**src/rtl/botoes_pkg.sv**
```systemverilog
// Shared command codes, default timing constants and counter sizing for the
// two-key command front end (botoes_comando).
package botoes_pkg;

    typedef enum logic [1:0] {
        CMD_NENHUM = 2'b00,
        CMD_AVANCA = 2'b01,
        CMD_VOLTA  = 2'b10,
        CMD_APAGAR = 2'b11
    } cmd_t;

    localparam int unsigned DEBOUNCE_CYCLES_DEF = 1000000;
    localparam int unsigned REPEAT_CYCLES_DEF   = 25000000;

    // Counter width large enough to hold the larger of two interval lengths.
    function automatic int unsigned cnt_width(input int unsigned a, input int unsigned b);
        return $clog2(((a > b) ? a : b) + 1);
    endfunction

endpackage

```
**src/rtl/debounce_tecla.sv**
```systemverilog
// One pushbutton: 2-flop synchronizer, stable-level debounce and press-edge
// detection. nivel is the debounced active-high level, evento its 0->1 edge.
module debounce_tecla
    import botoes_pkg::*;
#(
    parameter int unsigned DEBOUNCE_CYCLES = DEBOUNCE_CYCLES_DEF,
    parameter int unsigned CNT_W           = cnt_width(DEBOUNCE_CYCLES, 1)
) (
    input  logic clock,
    input  logic reset,
    input  logic tecla_n,
    output logic nivel,
    output logic evento
);

    // Inverted ahead of the first flop so a cleared synchronizer reads "released".
    logic [1:0]       sync_q;
    logic             nivel_q;
    logic             nivel_ant_q;
    logic [CNT_W-1:0] cnt_q;

    always_ff @(posedge clock or posedge reset) begin
        if (reset) begin
            sync_q      <= '0;
            nivel_q     <= 1'b0;
            nivel_ant_q <= 1'b0;
            cnt_q       <= '0;
        end else begin
            sync_q      <= {sync_q[0], ~tecla_n};
            nivel_ant_q <= nivel_q;
            if (sync_q[1] != nivel_q) begin
                if (cnt_q >= CNT_W'(DEBOUNCE_CYCLES - 1)) begin
                    nivel_q <= sync_q[1];
                    cnt_q   <= '0;
                end else begin
                    cnt_q <= cnt_q + CNT_W'(1);
                end
            end else begin
                cnt_q <= '0;
            end
        end
    end

    assign nivel  = nivel_q;
    assign evento = nivel_q & ~nivel_ant_q;

endmodule

```
**src/rtl/botoes_comando.sv**
```systemverilog
// Two-key command front end: debounced press events become a pending command
// consumed by tick. Optional auto-repeat under macro BOTOES_AUTOREPEAT_EN.
module botoes_comando
    import botoes_pkg::*;
#(
    parameter int unsigned DEBOUNCE_CYCLES = DEBOUNCE_CYCLES_DEF,
    parameter int unsigned REPEAT_CYCLES   = REPEAT_CYCLES_DEF
) (
    input  logic       clock,
    input  logic       reset,
    input  logic       key_avanca_n,
    input  logic       key_volta_n,
    input  logic       tick,
    output logic [1:0] entradas,
    output logic       pendente,
    output logic       perdido
);

    localparam int unsigned CNT_W = cnt_width(DEBOUNCE_CYCLES, REPEAT_CYCLES);

    logic lv_a, lv_v, ev_a, ev_v;
    logic ev_valid;
    cmd_t ev_cmd;
    cmd_t ent_q, ent_d;
    logic pend_q, perd_q, perd_d;

    debounce_tecla #(.DEBOUNCE_CYCLES(DEBOUNCE_CYCLES), .CNT_W(CNT_W)) u_avanca (
        .clock  (clock),
        .reset  (reset),
        .tecla_n(key_avanca_n),
        .nivel  (lv_a),
        .evento (ev_a)
    );

    debounce_tecla #(.DEBOUNCE_CYCLES(DEBOUNCE_CYCLES), .CNT_W(CNT_W)) u_volta (
        .clock  (clock),
        .reset  (reset),
        .tecla_n(key_volta_n),
        .nivel  (lv_v),
        .evento (ev_v)
    );

`ifdef BOTOES_AUTOREPEAT_EN
    logic             so_um;
    logic             rep_hit;
    logic [CNT_W-1:0] rep_q, rep_d;

    assign so_um   = lv_a ^ lv_v;
    assign rep_hit = so_um && (rep_q == CNT_W'(REPEAT_CYCLES));

    always_ff @(posedge clock or posedge reset) begin
        if (reset) rep_q <= '0;
        else       rep_q <= rep_d;
    end
`endif

    // An event implies its own key's level is high, so both levels high means 11.
    always_comb begin
        ev_valid = ev_a | ev_v;
        ev_cmd   = CMD_NENHUM;
        if (ev_valid) begin
            if (lv_a && lv_v) ev_cmd = CMD_APAGAR;
            else if (ev_a)    ev_cmd = CMD_AVANCA;
            else              ev_cmd = CMD_VOLTA;
        end
`ifdef BOTOES_AUTOREPEAT_EN
        rep_d = rep_q;
        if (!so_um)                   rep_d = '0;
        else if (ev_valid || rep_hit) rep_d = CNT_W'(1);
        else if (rep_q != '1)         rep_d = rep_q + CNT_W'(1);
        if (!ev_valid && rep_hit) begin
            ev_valid = 1'b1;
            ev_cmd   = lv_a ? CMD_AVANCA : CMD_VOLTA;
        end
`endif
    end

    // A new event beats a coinciding tick; only an unconsumed overwrite is lost.
    always_comb begin
        ent_d  = ent_q;
        perd_d = 1'b0;
        if (ev_valid) begin
            ent_d  = ev_cmd;
            perd_d = (ent_q != CMD_NENHUM) && !tick;
        end else if (tick) begin
            ent_d = CMD_NENHUM;
        end
    end

    always_ff @(posedge clock or posedge reset) begin
        if (reset) begin
            ent_q  <= CMD_NENHUM;
            pend_q <= 1'b0;
            perd_q <= 1'b0;
        end else begin
            ent_q  <= ent_d;
            pend_q <= (ent_d != CMD_NENHUM);
            perd_q <= perd_d;
        end
    end

    assign entradas = ent_q;
    assign pendente = pend_q;
    assign perdido  = perd_q;

endmodule

```
**config.mk**
```make
export PLATFORM = sky130hd
export DESIGN_NAME = botoes_comando
export DESIGN_NICKNAME = d
export VERILOG_FILES = /design/src/rtl/botoes_pkg.sv /design/src/rtl/debounce_tecla.sv /design/src/rtl/botoes_comando.sv
export SDC_FILE = /design/constraint.sdc
export NUM_CORES = 1
export LEC_CHECK = 0
export CAP_MARGIN = 40
export CORE_ASPECT_RATIO = 0.6
export CORE_MARGIN = 2
export CORE_UTILIZATION = 55
export CTS_BUF_LIST = sky130_fd_sc_hd__clkbuf_4 sky130_fd_sc_hd__clkbuf_8 sky130_fd_sc_hd__clkbuf_16
export CTS_CLUSTER_DIAMETER = 30
export DETAILED_ROUTE_END_ITERATION = 6
export GPL_TIMING_DRIVEN = 0
export PLACE_DENSITY = 0.69
export SYNTH_ARGS = -nofsm -noshare
export SYNTH_HDL_FRONTEND = slang
export SYNTH_HIERARCHICAL = 1
export SYNTH_SLANG_ARGS = --single-unit
export TNS_END_PERCENT = 10
```
**constraint.sdc**
```tcl
create_clock -name clock -period 1.7 [get_ports clock]
set_input_delay 0.34 -clock clock [delete_from_list [all_inputs] [get_ports clock]]
set_output_delay 0.34 -clock clock [all_outputs]
set_load 0.02 [all_outputs]
```
Word-level counts from Yosys, hierarchy flattened
Cells that the tools add are included.
Cells by class
  add/sub/neg operators: 2
  $lt $le $gt $ge: 2
  equal/unequal tests: 2
  multiplexer cells: 9
  bitwise gates (word level): 7
  reductions and logical operators: 7
Operators with widths (count)
  25-bit 2-to-1 mux: 4
  25-bit by 1-bit adder with 25-bit output (second input constant): 2
  25-bit by 20-bit >= comparator with 1-bit output (second input constant): 2
  2-bit 2-to-1 mux: 4
  1-bit NOT: 4
  2-bit AND reduction: 2
  2-bit nonzero test: 2
  1-bit bitwise AND: 2
  1-bit logical AND: 2
  1-bit inequality test: 2
  1-bit zero test: 1
  1-bit 2-to-1 mux: 1
  1-bit OR: 1
Word-level totals
  bits in registers: 62
  input port bits: 5
  output and inout bits: 4
  word-level logic and storage cells: 40

Logic depth before layout (Yosys ltp)
  word-level depth: 6
  gate-level depth with buffers: 6
  mapped depth without buffers: 5

Modules after synthesis
The synthesis kept the hierarchy.
By module, submodules not included
  debounce_tecla: times used 2, cells each 123, area each 1311.3 µm², seq. area each 725.7 µm²
  botoes_comando: times used 1, cells each 14, area each 157.7 µm², seq. area each 100.1 µm²

Worst setup path after synthesis
Ideal clock, no wire load.
  kind: flip-flop to flip-flop
  start: register u_avanca.cnt_q[13]
  end: register u_avanca.nivel_q, in the netlist u_avanca/nivel
  library setup time: 0.128 ns
  data arrival time: 1.458 ns
  required time: 1.572 ns
  slack: 0.114 ns
  stages on the path, launching flop included: 6
  buffers on the path: 0
  period minus slack after synthesis: 1.586 ns
  cells stage by stage: dfrtp_1 > nor4_2 > and4b_1 > nand2_1 > o211ai_1 > mux2_1
Between the ends
  longest elaborated chain between the ends: 2
Ends and longest elaborated chain
  start: declaration: line debounce_tecla.sv:20  | logic [CNT_W-1:0] cnt_q;
  start signal: assignment: line debounce_tecla.sv:36  | cnt_q <= cnt_q + CNT_W'(1);
  25-bit by 20-bit >= comparator with 1-bit output: line debounce_tecla.sv:32  | if (cnt_q >= CNT_W'(DEBOUNCE_CYCLES - 1)) begin
  2-bit AND reduction (no source line)
  end signal: assignment: line debounce_tecla.sv:33  | nivel_q <= sync_q[1];
  end: declaration: line debounce_tecla.sv:18  | logic nivel_q;
No other way between the ends.
A chain may end at the register's enable or synchronous reset.

Worst setup path after layout
  start: register u_avanca.cnt_q[12]
  end: register u_avanca.nivel_q, in the netlist u_avanca/nivel
Same word-level chain as after synthesis.

==> flow_summary.yaml <==
status:
  status: "finished with violations"
  violations: "setup timing"
clock_tree:
  cts_max_level: 3
  cts_tree: "done"
  path_clk_slew_ns: 0.07
  clock_latency_ns: 0.33
  clock_sinks: 62
  cts_root_buffer: "clkbuf_8"
  cts_made_buffers: 9
  clockBufferDepth: 2
timing:
  hold_ws_ns: 0.246
  post-route-period-util: 1.02
  slew_violations: 0
  grt_setup_unrepaired: "true"
  hold_viol_final: 0
  postLayoutSetupSlackWorst_ns: -0.0295
  fmax_ghz: 0.578
  finalCriticalPeriod_ns: 1.73
  setup_viol: 10
  setup_tns_ns: -0.152
  finClkSkew_ns: 0.00478
  worst_pin_slew_ns: 0.573
  slew_headroom: 0.618
synthesis:
  ys_warn_count: 6
  synth_ff_type: "dfrtp_1"
  synth_largest_area_cell: "dfrtp_1"
  synth-seq-cells: 62
  synth_area_leaders: "dfrtp_1 (56%), xor2_1 (8.8%), nor2_1 (6.5%)"
  syn_inst: 260
  synth_area_mm2: 0.00278
  ys_types: 34
  yosysSeqAreaShare: 0.558
  syn_avg_cell_area_um2: 10.7
  synth_top_area_frac: 0.558
  synth-async-reset-ratio: 1.00
  synth_edf_count: 0
detailed_routing:
  drt_wl_total_um: 4960
  dr.pass1.iters: 5
  vias_per_cell: 5.15
  ant_nets: 0
  drt_iter0_drc: 117
  avgRoutedWirePerCell_um: 13.7
  vias: 1859
  drc: 0
critical_path:
  path_class: "flop to flop"
  slowest_stage: "dfrtp_1"
  r2r_start: "u_avanca/cnt_q[12]"
  r2r_cells: 5
  end_kind: "flop"
  required_ns: 1.91
  regToRegEndpoint: "u_avanca/nivel"
  reg2reg_slack_ns: -0.03
  startpoint_type: "flop"
  critPathTopFamily: "simple AND/OR/NAND/NOR gates"
  crit_path_cell_trace: "nor4_4 > and4b_1 > nand2_1 > o211ai_1 > mux2_1"
  path_buf_inv: 0
  cp_max_fo: 3
  slowest_delay_ns: 0.43
  cp.arrival_ns: 1.94
power_and_ir_drop:
  ir_drop_v: 0.000715
  seqPwrFrac: 0.528
  p_sw_w: 0.000630
  p_clk_frac: 0.429
  power_leakage_nw: 1.44
  p_int_w: 0.00226
  power.density_mw_per_mm2: 882
  combinationalPowerShare: 0.043
  p_sw_frac: 0.218
placed_design:
  dpl.cell_count: 341
  gp_congestion: 0.799
  hpwl_um: 3460
  portBuffers: 8
  pre_cts_ws_ns: -0.0546
floorplanning:
  die-height_um: 59.1
  die_x_um: 95.8
  num_rows: 19
  core_area_mm2: 0.00471
  start_util: 0.591
  dieArea_mm2: 0.00566
  pin_count: 9
global_routing:
  grt_pass1_vias: 1752
  grt_max_degree: 23
  grt_pass1_wl_um: 8540
  antenna_found_initial: 0
  grt-ovfl-total: 0
  grt_usage: 0.210
layout:
  multiInputGateArea_mm2: 0.00120
  final_common_cell: "dfrtp_1"
  antenna_cells: 0
  layout-drive-gt1-share: 0.141
  syn_to_final_growth_pct: 17.9
  layout.area.seq_mm2: 0.00155
  layout_common_cells: "dfrtp_1 (62), nor2_1 (47), xor2_1 (28), nand4_1 (18), nand2_1 (16)"
  nets: 300
  nFillCells: 356
  fin_cells: 361
min_path:
  hold_path.class: "input port to async pin"
job:
  max-cap-violations: 0
==> flip-flops by register name, indices dropped and copies added (netlist names) <==
signal / count
u_avanca/cnt_q: 25
u_volta/cnt_q: 25
entradas: 2
u_avanca/sync_q: 2
u_volta/sync_q: 2
pendente: 1
perdido: 1
u_avanca/nivel: 1
u_avanca/nivel_ant_q: 1
u_volta/nivel: 1
u_volta/nivel_ant_q: 1
==> synthesized netlist by cell type (2+ instances only) <==
cell	n
a211oi_1	2
and2_1	6
and3_1	4
and3_2	2
and4_1	2
and4_2	2
and4_4	2
and4b_1	2
buf_2	2
buf_4	2
buf_6	2
conb_1	2
dfrtp_1	62
ha_1	2
inv_1	11
mux2_1	2
nand2_1	16
nand3_1	12
nand4_1	18
nor2_1	48
nor2_2	2
nor2b_1	2
nor3_1	4
nor3_4	2
nor4_2	2
o211ai_1	2
o21ai_0	2
xnor2_1	10
xor2_1	28
==> through the flow <==
step / cell area [um2] / total power [W] / util
after global placement: 2970 / 0.00166 / 0.631
final: 3280 / 0.00289 / 0.696
after global routing: 3280 / 0.00301 / 0.696
after floorplan: 2810 / 0.00162 / -
after detailed placement: 3020 / 0.00168 / 0.642
after CTS: 3230 / 0.00294 / 0.686
==> kinds of logic after synthesis <==
kind of cell    share of synthesized area
simple gates                        0.247
flops                               0.558
xor+xnor                            0.120
buf+inv                            0.0320
compound gates                     0.0234
fa+ha+maj                         0.00900
other cells                       0.00270
mux                               0.00810
==> routing by layer <==
metal	GRT usage	share of wire	up-vias
li1	-	-	931
met1	0.326	0.56	889
met2	0.260	0.38	35
met3	0.0725	0.046	4
met4	0.0980	0.010	0
met5	0	0	-
==> worst max-delay path by stage <==
stage,from,endpoint,slack (ns),cells past startpoint
2_1_floorplan,u_avanca/cnt_q[13],u_avanca/nivel,0.11,5
3_3_place_gp,reset,u_avanca/cnt_q[5],-0.05,2
3_5_place_dp,u_avanca/cnt_q[13],u_avanca/nivel,-0.05,5
4_1_cts,u_avanca/cnt_q[12],u_avanca/nivel,-0.04,5
5_1_grt,u_avanca/cnt_q[12],u_avanca/nivel,-0.14,5
6_report,u_avanca/cnt_q[12],u_avanca/nivel,-0.03,5
==> layout make-up <==
type / count / share of cell area
multi-input cells: 189 / 0.366
repair buffers: 14 / 0.0500
flip-flops and latches: 62 / 0.473
clock buffers: 11 / 0.0424
well taps: 63 / 0.0240
clock inverters: 5 / 0.0153
plain buffers: 6 / 0.0168
inverters: 11 / 0.0126
==> power by group through the flow <==
stage                     registers [W]  logic [W]  clock network (W)
after floorplan                 0.00156  0.0000539                  0
after global placement          0.00155   0.000112                  0
after detailed placement        0.00155   0.000130                  0
after CTS                       0.00153   0.000129            0.00129
after global routing            0.00153   0.000143            0.00134
final                           0.00153   0.000125            0.00124
==> repair_timing <==
item / 4_1_cts / 5_1_grt
hold endpoints to repair: 0 / 0
cloned: 0 / 1
setup endpoints to repair: 13 / 34
pin swaps: 4 / 7
gates resized for setup: 1 / 8
buffers inserted: 2 / 1
hold buffers: 0 / 0
No activity file was read; power rests on OpenSTA's default activity.
